`config.mk`:
```
export PLATFORM = sky130hd
export DESIGN_NAME = piso_shift_tx_flat
export DESIGN_NICKNAME = d
export VERILOG_FILES = /design/src/rtl/piso_shift_tx_pkg.sv /design/src/rtl/piso_shift_tx_if.sv /design/src/rtl/piso_shift_tx_shifter.sv /design/src/rtl/piso_shift_tx.sv /design/src/flat_wrapper.sv
export SDC_FILE = /design/constraint.sdc
export NUM_CORES = 1
export LEC_CHECK = 0
export ABC_AREA = 1
export CORE_AREA = 2 2 39 41
export DETAILED_ROUTE_END_ITERATION = 8
export DIE_AREA = 0 0 41 43
export HOLD_SLACK_MARGIN = 0.08
export PLACE_DENSITY = 0.74
export SYNTH_ARGS = -nofsm -noshare
export SYNTH_HDL_FRONTEND = slang
export SYNTH_SLANG_ARGS = --single-unit
```
`constraint.sdc`:
```
create_clock -name clk -period 1.3 [get_ports clk]
set_input_delay 0.13 -clock clk [delete_from_list [all_inputs] [get_ports clk]]
set_output_delay 0.13 -clock clk [all_outputs]
set_load 0.02 [all_outputs]
```
`src/rtl/piso_shift_tx_pkg.sv`:
```
// Shared types and helpers for the parallel-in/serial-out transmit shifter.
package piso_shift_tx_pkg;

  typedef enum logic {
    IDLE  = 1'b0,
    SHIFT = 1'b1
  } state_t;

  localparam int DEFAULT_WIDTH = 4;

  function automatic int cnt_width(input int width);
    return $clog2(width);
  endfunction

endpackage

```
`src/rtl/piso_shift_tx_if.sv`:
```
// Word handshake and serial output bundle of piso_shift_tx.
interface piso_shift_tx_if #(
  parameter int WIDTH = piso_shift_tx_pkg::DEFAULT_WIDTH
);
  logic [WIDTH-1:0] din;
  logic             din_valid;
  logic             din_ready;
  logic             sout;
  logic             sout_valid;
  logic             sout_last;
  logic             busy;

  modport master (
    output din, din_valid,
    input  din_ready, sout, sout_valid, sout_last, busy
  );

  modport slave (
    input  din, din_valid,
    output din_ready, sout, sout_valid, sout_last, busy
  );
endinterface

```
`src/rtl/piso_shift_tx_shifter.sv`:
```
// Shift register and bit counter: loads a word, then moves it out MSB first.
module piso_shifter
  import piso_shift_tx_pkg::*;
#(
  parameter int WIDTH = DEFAULT_WIDTH
) (
  input  logic             clk,
  input  logic             rst,
  input  logic             load,
  input  logic             shift,
  input  logic [WIDTH-1:0] din,
  output logic             msb,
  output logic             last
);

  localparam int             CW       = cnt_width(WIDTH);
  localparam logic [CW-1:0]  LAST_CNT = CW'(WIDTH - 1);

  logic [WIDTH-1:0] sreg;
  logic [CW-1:0]    cnt;

  // A load takes priority so a new word can follow the last bit with no gap.
  always_ff @(posedge clk) begin
    if (rst) begin
      sreg <= '0;
      cnt  <= '0;
    end else if (load) begin
      sreg <= din;
      cnt  <= '0;
    end else if (shift) begin
      sreg <= {sreg[WIDTH-2:0], 1'b0};
      cnt  <= cnt + CW'(1);
    end
  end

  assign msb  = sreg[WIDTH-1];
  assign last = (cnt == LAST_CNT);

endmodule

```
`src/rtl/piso_shift_tx.sv`:
```
// Transmit shifter top: one-word hold buffer, valid/ready intake and IDLE/SHIFT FSM.
module piso_shift_tx
  import piso_shift_tx_pkg::*;
#(
  parameter int WIDTH = DEFAULT_WIDTH
) (
  input  logic           clk,
  input  logic           rst,
  piso_shift_tx_if.slave bus
);

  state_t           state;
  logic [WIDTH-1:0] hold;
  logic             hold_valid;
  logic             in_shift;
  logic             shift_msb;
  logic             shift_last;
  logic             load_now;
  logic             accept;

  assign in_shift = (state == SHIFT);
  assign load_now = hold_valid && (!in_shift || shift_last);
  // The hold slot frees in the same cycle its word moves into the shifter.
  assign bus.din_ready = !hold_valid || load_now;
  assign accept        = bus.din_valid && bus.din_ready;

  always_ff @(posedge clk) begin
    if (rst) begin
      state      <= IDLE;
      hold       <= '0;
      hold_valid <= 1'b0;
    end else begin
      if (accept) begin
        hold <= bus.din;
      end

      if (accept) begin
        hold_valid <= 1'b1;
      end else if (load_now) begin
        hold_valid <= 1'b0;
      end

      if (load_now) begin
        state <= SHIFT;
      end else if (in_shift && shift_last) begin
        state <= IDLE;
      end
    end
  end

  piso_shifter #(.WIDTH(WIDTH)) u_shifter (
    .clk   (clk),
    .rst   (rst),
    .load  (load_now),
    .shift (in_shift),
    .din   (hold),
    .msb   (shift_msb),
    .last  (shift_last)
  );

  assign bus.sout       = in_shift && shift_msb;
  assign bus.sout_valid = in_shift;
  assign bus.sout_last  = in_shift && shift_last;
  assign bus.busy       = in_shift || hold_valid;

endmodule
```
`src/flat_wrapper.sv`:
```
// flat-port wrapper written by rule: the top's interface ports become plain ports
module piso_shift_tx_flat import piso_shift_tx_pkg::*;
#(
  parameter int WIDTH = DEFAULT_WIDTH
)
  (clk, rst, bus_din, bus_din_valid, bus_din_ready, bus_sout, bus_sout_valid, bus_sout_last, bus_busy);
  piso_shift_tx_if #(.WIDTH(WIDTH)) bus_i ();
  input  logic clk;
  input  logic rst;
  input wire logic [$bits(bus_i.din)-1:0] bus_din;
  input wire logic [$bits(bus_i.din_valid)-1:0] bus_din_valid;
  output wire logic [$bits(bus_i.din_ready)-1:0] bus_din_ready;
  output wire logic [$bits(bus_i.sout)-1:0] bus_sout;
  output wire logic [$bits(bus_i.sout_valid)-1:0] bus_sout_valid;
  output wire logic [$bits(bus_i.sout_last)-1:0] bus_sout_last;
  output wire logic [$bits(bus_i.busy)-1:0] bus_busy;
  assign bus_i.din = bus_din;
  assign bus_i.din_valid = bus_din_valid;
  assign bus_din_ready = bus_i.din_ready;
  assign bus_sout = bus_i.sout;
  assign bus_sout_valid = bus_i.sout_valid;
  assign bus_sout_last = bus_i.sout_last;
  assign bus_busy = bus_i.busy;
  piso_shift_tx #(.WIDTH(WIDTH)) u_core (.clk(clk), .rst(rst), .bus(bus_i));
endmodule
```
==> impl_metrics.toml <==
[outcome]
status = "finished clean"

[critical_path]
worst-path-buf-inv = 2
crit_slowest_cell = "dfxtp_1"
crit_required_ns = 1.17
cpPeakStageDelay_ns = 0.39
critPathTopFamily = "flip-flops"
start_kind = "register"
worstPathArrival_ns = 1.10
path_class = "reg2out"
endpoint_kind = "primary output"
crit_fanout = 3
crit_chain = "inv_2 > nand2_4 > clkdlybuf4s15_1"

[finish]
fin_area_um2 = 738
nets = 102
seq_area_um2 = 245
multi_input_area_um2 = 262
num_antenna_cells = 0
layout_common_cells = "17 x nor2_1, 15 x nand2_1, 10 x dfxtp_1"
final_common_cell = "nor2_1"
area_growth_syn_to_layout_pct = 35.3
final_cells = 109
fillerInstances = 130
layout-drive-gt1-share_pct = 25.8

[timing]
final.period_utilization_pct = 94.5
hold_viol_final = 0
finalWorstSetupSlack_ns = 0.0719
skew_ns = 0.00118
hold_slack_ns = 0.466
setup_viol = 0
slew_headroom_pct = 86.8
worst_pin_slew_ns = 0.197
slew_violations = 0
timing.fmax_ghz = 0.814
finalCriticalPeriod_ns = 1.23

[clocking]
ctsHoldBuffers = 0
path_clk_slew_ns = 0.07
post_cts_buffers = 0
root_buffer = "clkbuf_4"
ctsHtreeMaxLevel = 1
cts_tree = "done"
cts_max_path_buffers = 2
cts_made_buffers = 3
cts_sinks = 12
clk_latency_ns = 0.26

[drt]
wirelength_um = 938
via_count = 491
drc_errors = 0
drt_iter0_drc = 7
first_pass_iters = 2
vias_per_cell = 4.50
routedWlPerCell_um = 8.61
ant_nets = 0

[job]
cap_viol_max_count = 0

[global_route]
antenna_found_initial = 0
grt_max_degree = 9
grt_pass1_wl_mm = 1.62
overflow = 0
grt_pass1_vias = 436
grtUsageTotal_pct = 13.8

[place]
dp_hpwl_um = 756
post_dp_cell_area_um2 = 702
dp_slack_ns = -0.103
place_congestion = 0.778
placed_cells = 105
portBuffers = 11

[synth]
synth_area_per_cell_um2 = 7.37
synth_cell_types = 18
synthCells = 74
ys_seq_elements = 12
seq_area_frac_synth_pct = 44.0
ys_warn_count = 0
synthesis.area_um2 = 546
syn-num-nets = 82

[min_path]
worstHoldPathType = "reg2reg"

[floorplan]
start_util_pct = 39.4
ioPinCount = 12
coreArea_um2 = 1380
fp.dieW_um = 41
die_y_um = 43
die_area_um2 = 1760
placementRows = 14

[power]
peakVddDrop_v = 0.000489
p_leak_nw = 0.343
power_density_nw_per_um2 = 1140
power_mw = 0.838
==> cell usage after synthesis <==
cell | instances | area (µm²)
o21ai_1 | 4 | 20.0
buf_4 | 1 | 7.51
buf_6 | 1 | 11.3
nor2_1 | 17 | 63.8
a211oi_1 | 1 | 7.51
dfxtp_1 | 12 | 240
nand2_4 | 1 | 11.3
inv_2 | 3 | 11.3
nor3_1 | 1 | 5.00
nand2_2 | 1 | 6.26
ha_1 | 1 | 12.5
nand2_1 | 16 | 60.1
xnor2_1 | 1 | 8.76
inv_1 | 5 | 18.8
nand3_1 | 4 | 20.0
a21oi_4 | 1 | 16.3
a21oi_1 | 3 | 15.0
nand3_2 | 1 | 10.0
==> cells by family (layout without fill, tap and decap cells) <==
| group | Yosys count | count (layout) | synth area share [%] |
|---|---|---|---|
| AND/OR/NAND/NOR | 41 | 41 | 32.3 |
| flip-flops | 12 | 12 | 44.0 |
| buffers and inverters | 10 | 29 | 8.95 |
| AO/OA/AOI/OAI | 9 | 9 | 10.8 |
| adder cells (fa/ha/maj) | 1 | 1 | 2.29 |
| XOR/XNOR | 1 | 1 | 1.61 |
==> flip-flops by register name, summed over array words and instances, names as in the netlist <==
signal,count
u_core.hold,4
u_core.u_shifter.cnt,2
u_core.hold_valid,1
u_core.bus.sout_valid,1
u_core.u_shifter.sreg,4
==> what timing repair did <==
action                     in CTS  in global routing
setup endpoints to repair       5                  6
gates cloned                    0                  0
gates resized for setup        12                  7
==> per-stage QoR <==
| stage | utilization, % | TNS, ns |
|---|---|---|
| after floorplan | - | 0 |
| after global placement | 50.7 | -0.329 |
| after global routing | 53.3 | -0.00114 |
| final | 53.3 | 0 |
| after detailed placement | 50.7 | -0.349 |
| after CTS | 53.1 | 0 |
==> per-layer routing <==
layer | GRT usage (%) | up-vias | part of all wire [%]
met3 | 4.71 | 2 | 3.8
li1 | - | 269 | -
met2 | 20.3 | 8 | 52
met1 | 16.5 | 212 | 43
met5 | 0 | - | 0
met4 | 8.00 | 0 | 0.96
==> worst min-delay path: cells and delay by family, from the launching register on <==
kind	cells	cell delay (ns)
DFF	1	0.31
AOI/OAI and AO/OA	1	0.05
and+or+nand+nor	1	0.06
==> path summary, 6_finish.rpt <==
check                                                to                                  from  slack (ns)  depth (start not counted)
setup reg to reg  u_core.u_shifter.sreg[1]$_SDFFE_PP0P_  u_core.u_shifter.cnt[1]$_SDFFE_PP0P_        0.12                          7
hold / removal    u_core.u_shifter.sreg[0]$_SDFFE_PP0P_           u_core.hold[0]$_SDFFE_PP0P_        0.47                          2
hold reg to reg   u_core.u_shifter.sreg[0]$_SDFFE_PP0P_           u_core.hold[0]$_SDFFE_PP0P_        0.47                          2
setup / recovery                               bus_busy        u_core.hold_valid$_SDFFE_PP0P_        0.07                          3
==> report_power, final <==
group	switching, mW	total, mW	internal, mW
Combinational	0.0732	0.145	0.0717
Clock	0.111	0.281	0.170
Sequential	0.0198	0.412	0.393
Total	0.204	0.838	0.634
==> area by class of cell <==
class | count | share of cell area, %
clock buffer | 4 | 4.92
inverter | 8 | 4.07
multi-input combinational | 52 | 35.4
sequential | 12 | 33.2
tap | 16 | 2.71
timing repair buffer | 17 | 19.7
(Power assumes the default switching activity.)
